$ cat config.mk
export PLATFORM = sky130hd
export DESIGN_NAME = dds_sweep_scheduler
export DESIGN_NICKNAME = d
export VERILOG_FILES = /design/src/rtl/dds_sched_pkg.sv /design/src/rtl/sync_edge_det.sv /design/src/rtl/dds_sweep_scheduler.sv
export SDC_FILE = /design/constraint.sdc
export NUM_CORES = 1
export LEC_CHECK = 0
export ABC_AREA = 1
export CAP_MARGIN = 20
export CORE_AREA = 2 2 139 141
export CTS_CLUSTER_DIAMETER = 100
export DETAILED_ROUTE_END_ITERATION = 16
export DIE_AREA = 0 0 141 143
export PLACE_DENSITY = 0.78
export SYNTH_ARGS = -nofsm -noshare
export SYNTH_HDL_FRONTEND = slang
export SYNTH_SLANG_ARGS = --single-unit
$ cat constraint.sdc
create_clock -name sys_clk -period 16.39 [get_ports sys_clk]
set_input_delay 2.4585 -clock sys_clk [delete_from_list [all_inputs] [get_ports sys_clk]]
set_output_delay 2.4585 -clock sys_clk [all_outputs]
set_load 0.01 [all_outputs]
$ cat src/rtl/dds_sched_pkg.sv
// Shared state encoding and default timing constants for the DDS chirp sequencer.
// Pure definitions: no logic, no latency, no flow control.
package dds_sched_pkg;

  typedef logic [1:0] state_t;

  localparam state_t S_IDLE        = 2'd0;
  localparam state_t S_UPDATE      = 2'd1;
  localparam state_t S_WAIT_FALL   = 2'd2;
  localparam state_t S_WAIT_PERIOD = 2'd3;

  localparam int IOUP_WIDTH_DEF = 8;
  localparam int TIMEOUT_DEF    = 65535;

endpackage

$ cat src/rtl/sync_edge_det.sv
// 2-FF synchronizer plus registered falling-edge detector for an asynchronous pin.
// Latency: a pin fall appears as a one-cycle o_fall pulse 3 clocks later; no backpressure.
module sync_edge_det (
  input  logic i_clk,
  input  logic i_rst,
  input  logic i_d,
  output logic o_fall
);

  logic r_meta;
  logic r_sync;
  logic r_sync_q;
  logic r_fall;

  // Reset to low so a pin already high at reset release never looks like a fall.
  always_ff @(posedge i_clk or posedge i_rst) begin
    if (i_rst) begin
      r_meta   <= 1'b0;
      r_sync   <= 1'b0;
      r_sync_q <= 1'b0;
      r_fall   <= 1'b0;
    end else begin
      r_meta   <= i_d;
      r_sync   <= r_meta;
      r_sync_q <= r_sync;
      r_fall   <= r_sync_q & ~r_sync;
    end
  end

  assign o_fall = r_fall;

endmodule

$ cat src/rtl/dds_sweep_scheduler.sv
// AD9910 chirp sequencer: registered io_update one edge after start, rises every effective period.
// cfg accepted only in IDLE (cfg_ready); DDS_SWEEP_ALT_EN makes sweep_sel alternate chirp to chirp.
module dds_sweep_scheduler
  import dds_sched_pkg::*;
#(
  parameter int IOUP_WIDTH = IOUP_WIDTH_DEF,
  parameter int PERIOD_W   = 32,
  parameter int TIMEOUT    = TIMEOUT_DEF
) (
  input  logic                sys_clk,
  input  logic                sys_rst,
  input  logic                cfg_valid,
  output logic                cfg_ready,
  input  logic [PERIOD_W-1:0] cfg_period,
  input  logic [15:0]         cfg_pulse,
  input  logic [15:0]         cfg_count,
  input  logic                cfg_sweep_sel,
  input  logic                start,
  input  logic                stop,
  input  logic                drover,
  output logic                io_update,
  output logic [15:0]         triger_pulse,
  output logic                sweep_sel,
  output logic                busy,
  output logic                done,
  output logic [15:0]         chirp_cnt,
  output logic                overrun,
  output logic                err_timeout
);

  localparam logic [PERIOD_W-1:0] MIN_PERIOD = PERIOD_W'(2 * IOUP_WIDTH);
  localparam logic [PERIOD_W-1:0] IOUP_LAST  = PERIOD_W'(IOUP_WIDTH - 1);
  localparam logic [PERIOD_W-1:0] ONE_P      = PERIOD_W'(1);
  localparam logic [31:0]         WDOG_LAST  = 32'(TIMEOUT - 1);

  state_t              r_state;
  state_t              w_next;
  logic [PERIOD_W-1:0] r_period;
  logic [15:0]         r_pulse;
  logic [15:0]         r_count;
  logic                r_sel;
  logic [PERIOD_W-1:0] r_per_cnt;
  logic [31:0]         r_wdog;
  logic                r_stop_req;
  logic                r_io_update;
  logic                r_done;
  logic [15:0]         r_triger;
  logic                r_sweep_sel;
  logic [15:0]         r_chirp_cnt;
  logic                r_overrun;
  logic                r_err_timeout;

  logic                w_busy;
  logic                w_cfg_ready;
  logic                w_cfg_hs;
  logic [15:0]         w_pulse_new;
  logic                w_sel_new;
  logic                w_sel_step;
  logic                w_fall;
  logic [PERIOD_W-1:0] w_per_eff;
  logic                w_per_done;
  logic                w_wdog_exp;
  logic [15:0]         w_cnt_inc;
  logic                w_limit_hit;
  logic                w_limit_hit_inc;
  logic                w_enter_upd;
  logic                w_rerun;
  logic                w_launch;

  sync_edge_det u_drover_sync (
    .i_clk  (sys_clk),
    .i_rst  (sys_rst),
    .i_d    (drover),
    .o_fall (w_fall)
  );

  // A same-cycle cfg handshake overrides the shadows so start uses the new values.
  assign w_cfg_hs    = cfg_valid & w_cfg_ready;
  assign w_pulse_new = w_cfg_hs ? cfg_pulse : r_pulse;
  assign w_sel_new   = w_cfg_hs ? cfg_sweep_sel : r_sel;

  assign w_per_eff       = (r_period < MIN_PERIOD) ? MIN_PERIOD : r_period;
  assign w_per_done      = (r_per_cnt >= (w_per_eff - ONE_P));
  assign w_wdog_exp      = (r_wdog >= WDOG_LAST);
  assign w_cnt_inc       = (r_chirp_cnt == 16'hFFFF) ? r_chirp_cnt : r_chirp_cnt + 16'd1;
  assign w_limit_hit     = (r_count != 16'd0) && (r_chirp_cnt == r_count);
  assign w_limit_hit_inc = (r_count != 16'd0) && (w_cnt_inc == r_count);

`ifdef DDS_SWEEP_ALT_EN
  assign w_sel_step = ~r_sweep_sel;
`else
  assign w_sel_step = r_sweep_sel;
`endif

  always_ff @(posedge sys_clk or posedge sys_rst) begin
    if (sys_rst) r_state <= S_IDLE;
    else         r_state <= w_next;
  end

  always_comb begin
    w_next = r_state;
    case (r_state)
      S_IDLE: begin
        if (start && (w_pulse_new != 16'd0)) w_next = S_UPDATE;
      end
      S_UPDATE: begin
        if (r_per_cnt >= IOUP_LAST) w_next = S_WAIT_FALL;
      end
      S_WAIT_FALL: begin
        // A late drover fall (period already elapsed) skips WAIT_PERIOD entirely.
        if (w_fall) begin
          if (!w_per_done)                         w_next = S_WAIT_PERIOD;
          else if (r_stop_req || w_limit_hit_inc)  w_next = S_IDLE;
          else                                     w_next = S_UPDATE;
        end else if (w_wdog_exp) begin
          w_next = S_IDLE;
        end
      end
      S_WAIT_PERIOD: begin
        if (w_per_done) w_next = (r_stop_req || w_limit_hit) ? S_IDLE : S_UPDATE;
      end
      default: w_next = S_IDLE;
    endcase
  end

  always_comb begin
    w_busy      = (r_state != S_IDLE);
    w_cfg_ready = (r_state == S_IDLE) && !sys_rst;
    w_enter_upd = (w_next == S_UPDATE) && (r_state != S_UPDATE);
    w_rerun     = (r_state == S_WAIT_PERIOD) && (w_next == S_UPDATE);
    w_launch    = (r_state == S_IDLE) && (w_next == S_UPDATE);
  end

  always_ff @(posedge sys_clk or posedge sys_rst) begin
    if (sys_rst) begin
      r_period      <= '0;
      r_pulse       <= 16'd0;
      r_count       <= 16'd0;
      r_sel         <= 1'b0;
      r_per_cnt     <= '0;
      r_wdog        <= 32'd0;
      r_stop_req    <= 1'b0;
      r_io_update   <= 1'b0;
      r_done        <= 1'b0;
      r_triger      <= 16'd0;
      r_sweep_sel   <= 1'b0;
      r_chirp_cnt   <= 16'd0;
      r_overrun     <= 1'b0;
      r_err_timeout <= 1'b0;
    end else begin
      if (w_cfg_hs) begin
        r_period <= cfg_period;
        r_pulse  <= cfg_pulse;
        r_count  <= cfg_count;
        r_sel    <= cfg_sweep_sel;
      end

      r_io_update <= (w_next == S_UPDATE);
      r_done      <= (r_state != S_IDLE) && (w_next == S_IDLE);

      // Period counter and watchdog both measure cycles since the io_update rise.
      if (w_enter_upd) begin
        r_per_cnt <= '0;
        r_wdog    <= 32'd0;
      end else begin
        if (!w_per_done) r_per_cnt <= r_per_cnt + ONE_P;
        if (!w_wdog_exp) r_wdog    <= r_wdog + 32'd1;
      end

      if (w_launch) begin
        r_triger      <= w_pulse_new;
        r_sweep_sel   <= w_sel_new;
        r_chirp_cnt   <= 16'd0;
        r_overrun     <= 1'b0;
        r_err_timeout <= 1'b0;
        r_stop_req    <= 1'b0;
      end else begin
        if (stop && w_busy) r_stop_req <= 1'b1;
        if (w_rerun)        r_sweep_sel <= w_sel_step;
        if ((r_state == S_WAIT_FALL) && w_fall) begin
          r_chirp_cnt <= w_cnt_inc;
          if (w_per_done) r_overrun <= 1'b1;
        end
        if ((r_state == S_WAIT_FALL) && !w_fall && w_wdog_exp) r_err_timeout <= 1'b1;
      end
    end
  end

  assign cfg_ready    = w_cfg_ready;
  assign busy         = w_busy;
  assign io_update    = r_io_update;
  assign done         = r_done;
  assign triger_pulse = r_triger;
  assign sweep_sel    = r_sweep_sel;
  assign chirp_cnt    = r_chirp_cnt;
  assign overrun      = r_overrun;
  assign err_timeout  = r_err_timeout;

endmodule

==> flow_summary.ini <==
[status]
status = finished clean

[clock_tree]
clk_latency_ns = 0.44
clock_sinks = 173
cts-root-buf = clkbuf_16
tritoncts = yes
postCtsSetupRepairBufs = 0
path_clk_slew_ns = 0.07
cts_resized = 0
cts_buffer_depth = 2
htree_levels = 4
ctsHoldBuffers = 0
cts_buffers = 17

[power]
ir_drop_v = 0.0001250
p_leak_nw = 6.212
total_power_mw = 1.703
p_per_area_nw_per_um2 = 142.3

[floorplanning]
std_cell_rows = 50
num_io_pins = 110
fp.dieArea_um2 = 20160
core_area_um2 = 18580
start_util_pct = 54.16
die_w_um = 141
die_h_um = 143

[setup_path]
worstReg2RegStart = r_period[8]
slowest_delay_ns = 0.53
cp_common_cell = nor2_1
cp.arrival_ns = 6.59
reg2reg_slack_ns = 10.13
crit_type = register to register
end_kind = register
critPathSlowestCell = nand3_4
r2r_end = r_wdog[0]
r2r_cells = 28
startpoint_type = register
crit_required_ns = 16.72
path_max_fanout = 64

[synth]
yosysSeqAreaShare_pct = 43.02
async_reset_ff_share_pct = 100.0
ys.flop_type = dfrtp_1
syn_area_um2 = 10060
synth-seq-cells = 173
synth-edff-count = 0
synth-adder-area-share_pct = 4.600
syn_nets = 1389
synth_top_family_by_area = simple AND/OR/NAND/NOR gates
synth_cells = 1281
synth_compound_area_share_pct = 4.712
synth.mux.area_fraction_pct = 4.140
synth_simple_gate_area_share_pct = 27.37
ys.warnings.count = 0
post_synth.cell_area_avg_um2 = 7.856
synth_xor_area_share_pct = 6.614
synth_cell_types = 40

[routing]
viasPerCell = 5.248
vias = 8585
wl_per_cell_um = 15.01
drt_iter0_markers = 627
drcViolationCount = 0
firstDrtPassIters = 5
ant_nets = 0
routed_wl_um = 24550

[global_route]
overflow = 0
grt_max_degree = 94
antenna_found_initial = 0
grt.total_usage_pct = 25.18
grt_pass1_wl_um = 40280
grt_pass1_vias = 8207

[sta]
setup_slack_ns = 10.13
rsz0062_at_grt = no
min_period_ns = 6.261
hold_viol = 0
finalCritPeriodShare_pct = 38.20
setup_tns_ns = 0
drv_slew = 0
setup_viol = 0
skew_ns = 0.01258
fmax_mhz = 159.7
tightest_slew_ns = 0.8032
whs_ns = 0.3518
worst_slew_margin_rel_pct = 46.46

[worst_hold_path]
hp-start = u_drover_sync.r_meta
hp-class = register to register
min_path_cells = 0
holdPathEnd = u_drover_sync.r_sync

[placement]
io_buffers = 109
pre_cts_ws_ns = 9.287
gp_congestion = 0.9459
place_area_um2 = 11340
hpwl_um = 17840

[cells_and_area]
fin_area_um2 = 11960
finalNetCount = 1497
n_antenna_cell = 0
drive_above_1_share_pct = 10.06
final_common_cell = nand2_1
fillers = 1575
layout_common_cells = 329 x nand2_1, 173 x dfrtp_1, 172 x inv_1
area_growth_pct = 18.89

[run]
drv_cap = 0
state kept, by name (all words and copies together), names as in the netlist, 2 cells and up:
register      flops
r_per_cnt        32
r_period         32
r_wdog           32
chirp_cnt        16
r_count          16
r_pulse          16
triger_pulse     16
r_state           2
cell type report:
type	count	area (um2)	share of cell area (%)
clock buffers	17	425.4	3.556
clock inverters	15	173.9	1.454
inverters	216	815.8	6.819
multi-input cells	868	4786	40.00
flip-flops and latches	173	4329	36.18
well taps	234	292.8	2.447
repair buffers	113	1141	9.538
cell families (layout without fill, tap and decap cells):
group,Yosys count,after routing
buf+inv,240,361
fa+ha+maj,37,37
simple gates,630,630
mux,37,37
flops,173,173
xor+xnor,76,76
compound gates,88,88
cells in the mapped netlist (3+ instances only):
cell	n	share of area, %
xor2_1	47	4.1
nor4_1	21	1.3
buf_2	6	0.30
mux2_2	37	4.1
buf_1	7	0.26
buf_6	7	0.78
dfrtp_1	173	43
nor3_1	23	1.1
inv_2	43	1.6
a31oi_1	4	0.25
nand2_1	329	12
o22ai_1	5	0.31
nand3b_1	3	0.22
a21oi_1	32	1.6
xnor2_1	29	2.5
nand4_1	28	1.7
nand3_1	62	3.1
o21ai_0	37	1.8
nand3_2	6	0.60
inv_1	173	6.5
clkbuf_1	4	0.15
nand2_2	5	0.31
ha_1	37	4.6
nor2_1	140	5.2
critical path, delay by kind of cell (launching register included):
kind | cells | cell delay (ns)
and+or+nand+nor | 19 | 4.04
buffers and inverters | 5 | 0.70
adders and majority gates | 2 | 0.47
DFF | 1 | 0.42
AOI/OAI and AO/OA | 1 | 0.32
xor gates and xnor gates | 1 | 0.16
worst max path at each step:
stage | start | to | slack (ns)
after floorplan | sys_rst | r_wdog[0] | 8.35
after global placement | sys_rst | r_wdog[0] | 9.48
after detailed placement | sys_rst | r_wdog[0] | 9.29
after CTS | sys_rst | r_wdog[0] | 9.68
after global routing | r_period[8] | r_wdog[0] | 9.36
final | r_period[8] | r_wdog[0] | 10.13
routing by layer:
metal / routed length, um / track usage (%) / part of all wire (%)
met1: 11030 / 34.29 / 45
met2: 11620 / 40.90 / 47
met3: 1509 / 5.198 / 6.1
met4: 397 / 7.737 / 1.6
met5: 0 / 0 / 0
power by group:
group / switching, mW / total, mW / leakage [nW] / internal [mW]
combinational: 0.353 / 0.621 / 3.70 / 0.268
clock: 0.191 / 0.409 / 0.287 / 0.217
sequential: 0.124 / 0.674 / 2.23 / 0.549
metrics by stage:
stage          util (%)  std cells
2_1_floorplan         -       1281
3_3_place_gp      61.02       1603
3_5_place_dp      61.02       1603
4_1_cts           64.24       1635
5_1_grt           64.39       1636
6_report          64.39       1636
No activity file was read; power rests on OpenSTA's default activity.
